==> config.mk <==
export PLATFORM = sky130hd
export DESIGN_NAME = fetch_queue
export DESIGN_NICKNAME = d
export VERILOG_FILES = /design/src/rtl/fetch_queue.sv
export SDC_FILE = /design/constraint.sdc
export NUM_CORES = 1
export LEC_CHECK = 0
export CORE_ASPECT_RATIO = 0.5
export CORE_UTILIZATION = 45
export CTS_BUF_LIST = sky130_fd_sc_hd__clkbuf_8
export CTS_CLUSTER_DIAMETER = 80
export DETAILED_ROUTE_END_ITERATION = 12
export SETUP_SLACK_MARGIN = 0.15
export SLEW_MARGIN = 20
export SYNTH_ARGS = -nofsm -noshare
export SYNTH_HDL_FRONTEND = slang
export SYNTH_SLANG_ARGS = --single-unit
export TNS_END_PERCENT = 50
==> constraint.sdc <==
create_clock -name clk -period 7.16 [get_ports clk]
set_input_delay 0.716 -clock clk [delete_from_list [all_inputs] [get_ports clk]]
set_output_delay 0.716 -clock clk [all_outputs]
set_load 0.005 [all_outputs]
==> src/rtl/fetch_queue.sv <==
// fetch_queue
//   Instruction-fetch front end. Owns the fetch PC, issues in-order requests
//   to instruction memory, tags each request with its PC, and buffers the
//   returned words in a small in-order queue that feeds decode through a
//   valid/ready handshake. A taken branch from decode flushes the queue and
//   discards every response still in flight.
//
// Parameters
//   DEPTH     queue entries; also caps queue occupancy + outstanding requests
//   RESET_PC  first fetch address after reset
//
// Ports
//   clk, reset                    clock, asynchronous active-low reset
//   imem_req/addr/gnt             request channel (accepted on req & gnt)
//   imem_rvalid/rdata             in-order response channel
//   br_taken, uncond_br,
//   cond_addr19, br_addr26, br_pc redirect from decode
//   if_valid/ready/instruction/pc head of the queue towards decode
module fetch_queue #(
    parameter int          DEPTH    = 4,
    parameter logic [63:0] RESET_PC = 64'h0
) (
    input  logic        clk,
    input  logic        reset,
    output logic        imem_req,
    output logic [63:0] imem_addr,
    input  logic        imem_gnt,
    input  logic        imem_rvalid,
    input  logic [31:0] imem_rdata,
    input  logic        br_taken,
    input  logic        uncond_br,
    input  logic [18:0] cond_addr19,
    input  logic [25:0] br_addr26,
    input  logic [63:0] br_pc,
    output logic        if_valid,
    input  logic        if_ready,
    output logic [31:0] if_instruction,
    output logic [63:0] if_pc
);

    localparam int AW = $clog2(DEPTH);
    localparam int CW = AW + 1;   // counts span 0..DEPTH

    logic [63:0]   fpc;
    logic [31:0]   q_instr [DEPTH];
    logic [63:0]   q_pc    [DEPTH];
    logic [AW-1:0] wr_ptr, rd_ptr;
    logic [CW-1:0] occ, infl, drop;

    // PCs of outstanding requests; its occupancy always equals infl.
    logic [63:0]   tag_mem [DEPTH];
    logic [AW-1:0] tag_wr, tag_rd;

    logic          grant, push, pop;
    logic [CW:0]   committed;
    logic [63:0]   br_offset, br_target;
    logic [CW-1:0] occ_nxt, infl_nxt;

    // Slots already promised: entries held plus responses still to come.
    // Only registered counts are used, so a response can never find the queue full.
    assign committed = {1'b0, occ} + {1'b0, infl};

    // Gated by reset so the request line is quiet while reset is held.
    assign imem_req  = reset && !br_taken && (committed < (CW+1)'(DEPTH));
    assign imem_addr = fpc;
    assign grant     = imem_req && imem_gnt;

    assign if_valid       = (occ != '0) && !br_taken;
    assign if_instruction = q_instr[rd_ptr];
    assign if_pc          = q_pc[rd_ptr];
    assign pop            = if_valid && if_ready;

    // Responses owed to a flushed path are swallowed until drop reaches zero.
    assign push = imem_rvalid && (drop == '0) && !br_taken;

    // Word offsets are sign-extended and scaled to bytes; the add wraps mod 2^64.
    assign br_offset = uncond_br ? {{36{br_addr26[25]}}, br_addr26, 2'b00}
                                 : {{43{cond_addr19[18]}}, cond_addr19, 2'b00};
    assign br_target = br_pc + br_offset;

    // NOTE: every variable gets a default first so no path leaves it unassigned (no latch).
    always_comb begin
        occ_nxt = occ;
        if (push && !pop)
            occ_nxt = occ + CW'(1);
        else if (!push && pop)
            occ_nxt = occ - CW'(1);
    end

    always_comb begin
        infl_nxt = infl;
        if (grant && !imem_rvalid)
            infl_nxt = infl + CW'(1);
        else if (!grant && imem_rvalid)
            infl_nxt = infl - CW'(1);
    end

    // NOTE: sequential state uses non-blocking assignments so every flop samples pre-edge values.
    always_ff @(posedge clk or negedge reset) begin
        if (!reset) begin
            fpc    <= RESET_PC;
            wr_ptr <= '0;
            rd_ptr <= '0;
            occ    <= '0;
            infl   <= '0;
            drop   <= '0;
            tag_wr <= '0;
            tag_rd <= '0;
        end else begin
            infl <= infl_nxt;
            // Tags drain with responses even across a redirect.
            if (imem_rvalid)
                tag_rd <= tag_rd + AW'(1);
            if (grant)
                tag_wr <= tag_wr + AW'(1);

            if (br_taken) begin
                fpc    <= br_target;
                wr_ptr <= '0;
                rd_ptr <= '0;
                occ    <= '0;
                // A response landing in the redirect cycle is already discarded.
                drop   <= infl - CW'(imem_rvalid);
            end else begin
                if (grant)
                    fpc <= fpc + 64'd4;
                if (pop)
                    rd_ptr <= rd_ptr + AW'(1);
                if (push)
                    wr_ptr <= wr_ptr + AW'(1);
                if (imem_rvalid && (drop != '0))
                    drop <= drop - CW'(1);
                occ <= occ_nxt;
            end
        end
    end

    // NOTE: the queue storage is reset because the head is visible on if_instruction/if_pc,
    // which must read zero in reset; the tag storage below is never observed before written.
    always_ff @(posedge clk or negedge reset) begin
        if (!reset) begin
            for (int i = 0; i < DEPTH; i++) begin
                q_instr[i] <= '0;
                q_pc[i]    <= '0;
            end
        end else if (push) begin
            q_instr[wr_ptr] <= imem_rdata;
            q_pc[wr_ptr]    <= tag_mem[tag_rd];
        end
    end

    always_ff @(posedge clk) begin
        if (grant)
            tag_mem[tag_wr] <= fpc;
    end

endmodule

Word level (Yosys, flattened, before mapping)

Memory sizes are Yosys's and may differ from the RTL's.
Index checks and enable logic that the tools add are counted.

Bits of input ports: 148
Logic and storage cells: 91
Memories kept: 1
Memory bits (writable): 256
Flip-flop bits (word level): 465

Memory list:

| name    | depth | bits a word | read ports | clocked after memory_dff | wr ports | RTL line | RTL |
|---|---|---|---|---|---|---|---|
| tag_mem | 4     | 64          | 1          | 0                        | 1        | 51       | `logic [63:0] tag_mem [DEPTH];` |

Reduce and logical (&&, ||, !) cells: 27
$add $sub $neg: 13
Bitwise gates (word level): 2
Mux-type cells: 28
Magnitude comparators: 4

Operators with widths:

| operator                                                    | count |
|---|---|
| 2-to-1 mux 64 bit                                           | 6 |
| bitwise mux 256 bit                                         | 1 |
| binary-select mux 64 bit (select 2 bit)                     | 1 |
| bitwise mux 128 bit                                         | 1 |
| demux 64 bit (select 2 bit)                                 | 1 |
| 2-to-1 mux 32 bit                                           | 3 |
| adder 64 x 3 -> 64 bit (second input constant)              | 1 |
| adder 64 bit                                                | 1 |
| binary-select mux 32 bit (select 2 bit)                     | 1 |
| demux 32 bit (select 2 bit)                                 | 1 |
| 2-to-1 mux 3 bit                                            | 7 |
| logical AND 1 bit                                           | 13 |
| nonzero test 2 bit                                          | 5 |
| nonzero test 3 bit                                          | 3 |
| subtractor 3 x 1 -> 3 bit (second input constant)           | 3 |
| adder 2 x 1 -> 2 bit (second input constant)                | 4 |
| 2-to-1 mux 2 bit                                            | 4 |
| adder 3 x 1 -> 3 bit (second input constant)                | 2 |
| >= comparator 3 bit (second input constant)                 | 2 |
| inverter 2 -> 3 bit                                         | 2 |
| zero test 1 bit                                             | 5 |
| adder 3 x 3 -> 4 bit                                        | 1 |
| less-than comparator 4 x 3 -> 1 bit (second input constant) | 1 |
| zero test 3 bit                                             | 1 |
| 3 further kinds                                             | 4 |

Logic depth before layout (Yosys ltp)

Gate-level depths: netlist (run 1).

Depth in word-level cells: 8
Gate-level depth with buffers: 15

Worst setup path after synthesis (run 1)

Ideal clock, no wire load.

Path type: input port to flip-flop
Start point: input uncond_br
End point: register fpc[59], in the netlist imem_addr[59]
Setup slack: 2.655 ns
Library setup time: 0.121 ns
Stages on the path: 15
Data required time: 7.039 ns
Arrival time: 4.384 ns
Cells stage by stage: clkbuf_1 -> nand2b_1 -> clkbuf_1 -> nand2_1 -> ha_1 -> clkbuf_1 -> a21o_1 -> a21o_1 -> a21oi_1 -> o21ai_0 -> a22o_1 -> a21o_1 -> or4b_1 -> a21oi_1 -> nor3_2

Cells in the longest elaborated chain, start to end: 3

RTL lines:

| item                 | RTL line | RTL |
|---|---|---|
| from (decl)          | 31       | `input logic uncond_br,` |
| 2-to-1 mux 64 bit    | 77       | `assign br_offset = uncond_br ? {{36{br_addr26[25]}}, br_addr26, 2'b00}` |
| adder 64 bit         | 79       | `assign br_target = br_pc + br_offset;` |
| 2-to-1 mux 64 bit    | 117      | `if (br_taken) begin` |
| to (signal assigned) | 118      | `fpc <= br_target;` |
| to (signal assigned) | 126      | `fpc <= fpc + 64'd4;` |
| to (decl)            | 44       | `logic [63:0] fpc;` |

Every way passes these cells.
A chain may end at the register's enable or synchronous reset.

Worst setup path in the final report (run 1)

Start point: input reset
End point: memory tag_mem[3][13] (enable)

Cells in the longest elaborated chain, start to end: 5

RTL lines:

| item                                   | RTL line | RTL |
|---|---|---|
| from (decl)                            | 24       | `input logic reset,` |
| logical AND 1 bit (2 in series)        | 64       | `assign imem_req = reset && !br_taken && (committed < (CW+1)'(DEPTH));` |
| logical AND 1 bit                      | 66       | `assign grant = imem_req && imem_gnt;` |
| 2-to-1 mux 1 bit                       | 153      | `if (grant)` |
| 2-to-1 mux 1 bit (implied by the code) | 154      | `tag_mem[tag_wr] <= fpc;` |
| to (decl)                              | 51       |  |

Every way passes these cells.

==> metrics, run 1 <==
instance count of the mapped netlist=between 2000 and 2500; routed len/inst=22.3 um; slew at the pin closest to its max-slew limit=between 1 and 1.5 ns; FF-to-FF Start=occ[2]$_DFFE_PN0P_; H-Tree Depth=3; classification of the worst-slack hold path=in -> async; number of storage elements in the synthesis netlist=721; end of the critical path=tag_mem[3][13]$_DFFE_PP_; distinct cell type count of the synthesized netlist=between 80 and 90; Remaining Overflow, GRT=0; count of port buffers added during placement=between 300 and 400; count of boundary I/O pins=slightly above 300; result of the run=complete, no violations; pin count of the biggest net entering global routing=between 70 and 80; power density of the placed cells=about 320 mW/mm2; placeable core area=between 0.07 and 0.08 mm2; routability congestion estimate from global placement=between 0.8 and 0.9; worst setup path start=reset; Final Setup Violations=0; cell count after placement=about 3600; R2R Setup Slk=2.99 ns; number of slew-limit violations in the final report=0; Routed Wire Length=~84000 um; switching share of total power=between 30% and 40%; Filler Cell Count=around 6400; Power Internal=between 8 and 9 mW; global-route usage over all layers=~22%; tightest slew margin relative to the limit=about 28%; Seq/Total Area, Yosys=56.4%; mapped cell area=0.0343 mm2; Syn Area/Cell=around 14 um2; total DRC errors in the routed layout=0; Synth Flop Type=dfrtp_1; worst clock skew=0.0226 ns; maximum vdd drop=about 0.00015 V; Max stage delay cell, worst path=and2_2; required time at the worst-slack endpoint=between 7 and 8 ns; clk_lat worst skew=0.71 ns; Detailed Place HPWL=around 56000 um; cell at the root of the clock tree=clkbuf_8; antenna violations before repair=4; delay contributed by the slowest stage of the critical path=0.76 ns; Synth area leaders=dfrtp_1, edfxtp_1, mux2_2; unrepaired setup endpoints after global routing=false; post-synthesis net count=~2600; number of CTS-inserted buffers=105; number of detailed-routing iterations run before antenna repair=5; storage element area=slightly below 0.02 mm2; endpoint arrival time on the critical path=about 4.6 ns; Critical Path Source Type=input pin; WP depth=8; largest area contributor in the synthesized netlist=dfrtp_1; die height=around 200 um; endpoint kind of the worst setup timing path=flip-flop; cell with the most instances after synthesis=dfrtp_1; most instantiated cells after synthesis=dfrtp_1, mux2_2, edfxtp_1; power dissipated by switching net loads=4.10 mW; DIE AREA=between 0.07 and 0.08 mm2; first-pass GRT wire length=131000 um; drt via density=roughly 5.6; part of the total power dissipated in the clock network=a little under a quarter; yosys warns=0; fraction of final layout cells with drive strength greater than 1=between 20 and 30%; minimum clock period=between 4 and 5 ns; Multi-input gate area=0.0143 mm2; row cnt=between 70 and 80; fraction of synthesis flops using an asynchronous set or reset pin=~64%; category of the most critical setup path=in -> reg; worst hold margin=0.458 ns; cells on worst reg2reg path=7; non-filler cells, final=3793; maximum root-to-sink buffer count=3; sequential fraction of design power=43.7%; area delta synth->final=17.9%; TNS Setup=0 ns; share of total power in combinational logic=32.3%; drt initial violations=1419; fin nets=a little under 3000; CP max FO=38; count of endpoints failing hold in the final timing report=0; area share of the leading cell type in the synthesized netlist=34.0%; TritonCTS clock tree=yes; reported leakage power=about 17 nW; post-route fraction of the period consumed by the critical path=between 50% and 60%; count of flip-flops with a built-in enable after synthesis=256; top cell family by delay on the critical path=buffers and inverters; residual antenna-violating net count after detailed routing=0; Vias=between 20000 and 25000; Buf+Inv Stages, Crit Path=4; vias in the first global route=roughly 22000; clock-pin slew of the registers on the worst-case setup and hold paths=roughly 0.07 ns; starting utilization of the core area=between 40% and 50%; Max-Cap Viols=0; number of sinks driven by the clock tree=approximately 700; width of the chip=392 um; number of gates given a new drive strength after cts=0; maximum achievable frequency=234 MHz; end of the worst register-to-register path=tag_mem[3][13]$_DFFE_PP_; Power Total=~13 mW; CP cell instances=dlygate4sd3_1 > buf_8 > or4b_4 > a311oi_4 > nand2_4 > clkinv_2 > and2_2 > buf_4
[stage by stage]
stage | setup slack, ns | cell area, um2 | util [%]
final | 2.88 | 40400 | 53.7
after global routing | 2.56 | 40400 | 53.7
after CTS | 2.78 | 40400 | 53.7
after detailed placement | 2.18 | 38400 | 51.0
after global placement | 2.20 | 38400 | 51.0
after floorplan | 2.65 | 34300 | -
[flip-flops by register name, indices dropped and copies added (netlist names)]
| name | flops |
|---|---|
| imem_addr | 64 |
| tag_rd | 2 |
| drop | 3 |
| q_pc | 256 |
| tag_wr | 2 |
| q_instr | 128 |
| rd_ptr | 2 |
| occ | 3 |
| tag_mem | 256 |
| infl | 3 |
| wr_ptr | 2 |
[logic make-up after synthesis]
| family | Yosys count | share of synthesized area, % |
|---|---|---|
| simple gates | 398 | 5.86 |
| fa+ha+maj | 80 | 2.99 |
| buf+inv | 171 | 1.94 |
| mux | 582 | 24.3 |
| flops | 721 | 56.4 |
| xor+xnor | 109 | 2.79 |
| compound gates | 307 | 5.71 |
[worst min-delay path by stage]
stage                          endpoint  slack, ns  cells past startpoint
6_report         q_instr[8]$_DFFE_PN0P_       0.46                      2
5_1_grt        q_instr[104]$_DFFE_PN0P_       0.43                      2
4_1_cts        q_instr[104]$_DFFE_PN0P_       0.41                      2
3_5_place_dp    q_instr[34]$_DFFE_PN0P_       0.49                      1
3_3_place_gp       q_pc[18]$_DFFE_PN0P_       0.48                      1
2_1_floorplan       drop[0]$_DFFE_PN0P_       0.42                      0
[cell type report]
class / instances / share of cell area [%]
repair buffers: 336 / 8.23
clock inverters: 66 / 0.734
multi-input cells: 1476 / 35.4
flip-flops and latches: 721 / 47.8
clock buffers: 122 / 4.15
well taps: 1022 / 3.16
inverters: 45 / 0.421
diodes: 5 / 0.0310
[layout by cell type (no fill, tap or decap), types with 8 or more instances in the layout]
| cell type | n |
|---|---|
| nand4_1 | 35 |
| nor3_1 | 19 |
| nor2_1 | 104 |
| mux4_2 | 160 |
| clkinv_2 | 8 |
| nand2_1 | 103 |
| and2_1 | 12 |
| clkdlybuf4s50_1 | 307 |
| ha_1 | 77 |
| buf_4 | 25 |
| and3_1 | 16 |
| mux2i_1 | 14 |
| dfrtp_1 | 461 |
| clkbuf_8 | 122 |
| edfxtp_1 | 256 |
| xnor2_1 | 60 |
| nand3_1 | 45 |
| o21ai_0 | 55 |
| clkinv_1 | 9 |
| a31oi_1 | 8 |
| inv_1 | 89 |
| a21oi_1 | 132 |
| o21bai_1 | 14 |
| a21o_1 | 23 |
| mux2_2 | 407 |
| xor2_1 | 49 |
| a211oi_1 | 11 |
[power groups by stage]
stage          Clock, mW  Sequential, mW  Combinational [mW]
6_report            3.13            5.72                4.23
5_1_grt             3.40            5.83                4.55
4_1_cts             3.22            5.72                4.29
3_5_place_dp           0            5.79                4.27
3_3_place_gp           0            5.76                4.24
2_1_floorplan          0            5.42                2.54
[what timing repair did]
item,in CTS,in global routing
endpoints found under the hold margin,24,0
setup endpoints to repair,0,0
hold buffers,1,0
buffers inserted,0,0
[layer usage]
layer / global-route usage (%) / part of all wire (%) / vias to the layer above
met4: 6.92 / 2.7 / 0
met1: 33.2 / 48 / 10900
met3: 3.68 / 5.0 / 133
met2: 32.8 / 44 / 509
li1: - / - / 9608
met5: 0 / 0 / -
Power figures use the tool's default switching activity.
==> inputs of run 2 (changes only) <==
--- a/config.mk
+++ b/config.mk
@@ -10,6 +10,7 @@
 export CTS_BUF_LIST = sky130_fd_sc_hd__clkbuf_8
 export CTS_CLUSTER_DIAMETER = 80
 export DETAILED_ROUTE_END_ITERATION = 12
+export PLACE_DENSITY = 0.67
 export SETUP_SLACK_MARGIN = 0.15
 export SLEW_MARGIN = 20
 export SYNTH_ARGS = -nofsm -noshare
==> constraint.sdc (replaced) <==
create_clock -name clk -period 3.64 [get_ports clk]
set_input_delay 0.364 -clock clk [delete_from_list [all_inputs] [get_ports clk]]
set_output_delay 0.364 -clock clk [all_outputs]
set_load 0.005 [all_outputs]
==> run 2 against run 1 <==
Compared with the run above:
- global-route usage increased by 0.42 points
- hold slack got worse by 0.18 ns
- clock power grew 100%
- largest cell class unchanged
==> metrics, run 2 (synthesis gave the netlist of run 1 again) <==
unrepaired setup endpoints after global routing=true; fraction of final layout cells with drive strength greater than 1=approximately 34%; final standard cell utilization of the core=a little under three fifths; Max stage delay cell, worst path=or4b_4; global-route usage over all layers=between 20% and 30%; residual antenna-violating net count after detailed routing=0; category of the most critical setup path=reg -> reg; tightest slew margin relative to the limit=between 20% and 30%; routed len/inst=21.2 um; reported leakage power=about 18 nW; minimum clock period=about 3.4 ns; maximum vdd drop=roughly 0.00035 V; commonest cells after routing, fill and taps aside=dfrtp_1, mux2_2, clkdlybuf4s50_1; worst clock skew=between 0.04 and 0.05 ns; TritonCTS clock tree=yes; endpoint kind of the worst setup timing path=flip-flop; Detailed Place HPWL=60300 um; clock-pin slew of the registers on the worst-case setup and hold paths=approximately 0.07 ns; cell at the root of the clock tree=clkbuf_8; maximum achievable frequency=~300 MHz; width of the chip=392 um; classification of the worst-slack hold path=in -> reg; starting utilization of the core area=a little under half; clk_lat worst skew=just over 0.7 ns; most common cell after layout, fill and taps aside=dfrtp_1; Routed Wire Length=roughly 86000 um; number of slew-limit violations in the final report=0; Buf+Inv Stages, Crit Path=2; Max-Cap Viols=0; delay contributed by the slowest stage of the critical path=~0.53 ns; H-Tree Depth=3; drt initial violations=between 1500 and 2000; CP max FO=17; number of CTS-inserted buffers=105; power density of the placed cells=approximately 620 mW/mm2; count of port buffers added during placement=309; fin nets=about 3200; count of endpoints failing hold in the final timing report=0; slew at the pin closest to its max-slew limit=1.10 ns; Final Setup Violations=0; endpoint arrival time on the critical path=~3.9 ns; Post CTS Setup Buffer Count=0; count of boundary I/O pins=between 300 and 400; placeable core area=0.0752 mm2; Vias=between 20000 and 25000; drt via density=approximately 5.5; die height=just under 200 um; required time at the worst-slack endpoint=approximately 4.2 ns; number of sinks driven by the clock tree=around 700; largest registers=q_pc: 256 flops, tag_mem: 256 flops, q_instr: 128 flops; Remaining Overflow, GRT=0; number of detailed-routing iterations run before antenna repair=7; first-pass GRT wire length=134000 um; row cnt=slightly above 70; DIE AREA=0.0773 mm2; antenna violations before repair=1; result of the run=complete, no violations; post-route fraction of the period consumed by the critical path=between 90% and 100%; CP cell instances=ha_1 > or4b_4 > a311oi_4 > nand2_4 > clkinv_2 > buf_4 > nand3_1 > nor2_1 > nand3_1 > xnor2_1 > nor2_1 > a21oi_1; total DRC errors in the routed layout=0; Power Total=about 26 mW; Filler Cell Count=6026; vias in the first global route=23100; Critical Path Source Type=flip-flop; area delta synth->final=25.0%; pin count of the biggest net entering global routing=around 150; top cell family by delay on the critical path=simple AND/OR/NAND/NOR gates; routability congestion estimate from global placement=~0.89; maximum root-to-sink buffer count=3
-- run 2: per-stage QoR --
step | cells | area (um2) | hold slack, ns | setup slack (ns) | setup TNS, ns
5_1_grt | 4064 | 42800 | 0.242 | 0.125 | 0
6_report | 4064 | 42800 | 0.274 | 0.273 | 0
2_1_floorplan | 2368 | 34300 | 0.0684 | 0.0366 | 0
3_3_place_gp | 3864 | 40700 | 0.481 | -0.411 | -9.72
3_5_place_dp | 3864 | 40700 | 0.487 | -0.461 | -11.52
4_1_cts | 4063 | 42800 | 0.217 | 0.293 | 0
-- run 2: worst register-to-register path: stages, from the launching register on --
cell and delay, ns:
dfrtp_1 0.43, ha_1 0.31, or4b_4 0.53, a311oi_4 0.34, nand2_4 0.19, clkinv_2 0.27, buf_4 0.29, nand3_1 0.14
nor2_1 0.27, nand3_1 0.14, xnor2_1 0.16, nor2_1 0.12, a21oi_1 0.05
-- run 2: worst paths after layout --
kind | from | to | slack, ns | cells past startpoint
min in group asynchronous | reset | q_pc[113]$_DFFE_PN0P_ | 0.40 | 3
hold / removal | br_pc[1] | imem_addr[1]$_DFFE_PN0P_ | 0.27 | 2
max in group asynchronous | reset | tag_rd[0]$_DFFE_PN0P_ | 1.76 | 4
setup / recovery | occ[2]$_DFFE_PN0P_ | imem_addr[35]$_DFFE_PN0N_ | 0.27 | 12
hold reg to reg | q_pc[65]$_DFFE_PN0P_ | q_pc[65]$_DFFE_PN0P_ | 0.50 | 1
setup reg to reg | occ[2]$_DFFE_PN0P_ | imem_addr[35]$_DFFE_PN0N_ | 0.27 | 12
-- run 2: layout make-up --
cell class	instances	area [um2]	area share, %
antenna	1	2.50	0.00584
clock buffer	120	1650	3.86
clock inverter	77	422	0.984
inverter	45	170	0.397
multi-input combinational	1476	14300	33.5
sequential	721	19300	45.1
tap	1022	1280	2.99
timing repair buffer	602	5620	13.1
-- run 2: timing repair --
action                                 in CTS  in global routing
hold buffers                                2                  0
setup endpoints to repair                   0                  8
endpoints found under the hold margin     185                  0
gates resized for setup                     0                  5
-- run 2: power by group --
group / total (mW) / internal [mW] / switching (mW)
Combinational: 8.93 / 5.14 / 3.79
Clock: 6.35 / 3.24 / 3.11
Sequential: 11.1 / 9.87 / 1.23
-- run 2: per-layer routing --
| layer | track usage (%) | wire length, um |
|---|---|---|
| met5 | 0 | 0 |
| met4 | 5.50 | 1580 |
| met3 | 3.31 | 3750 |
| met2 | 36.0 | 40700 |
| met1 | 32.5 | 40300 |
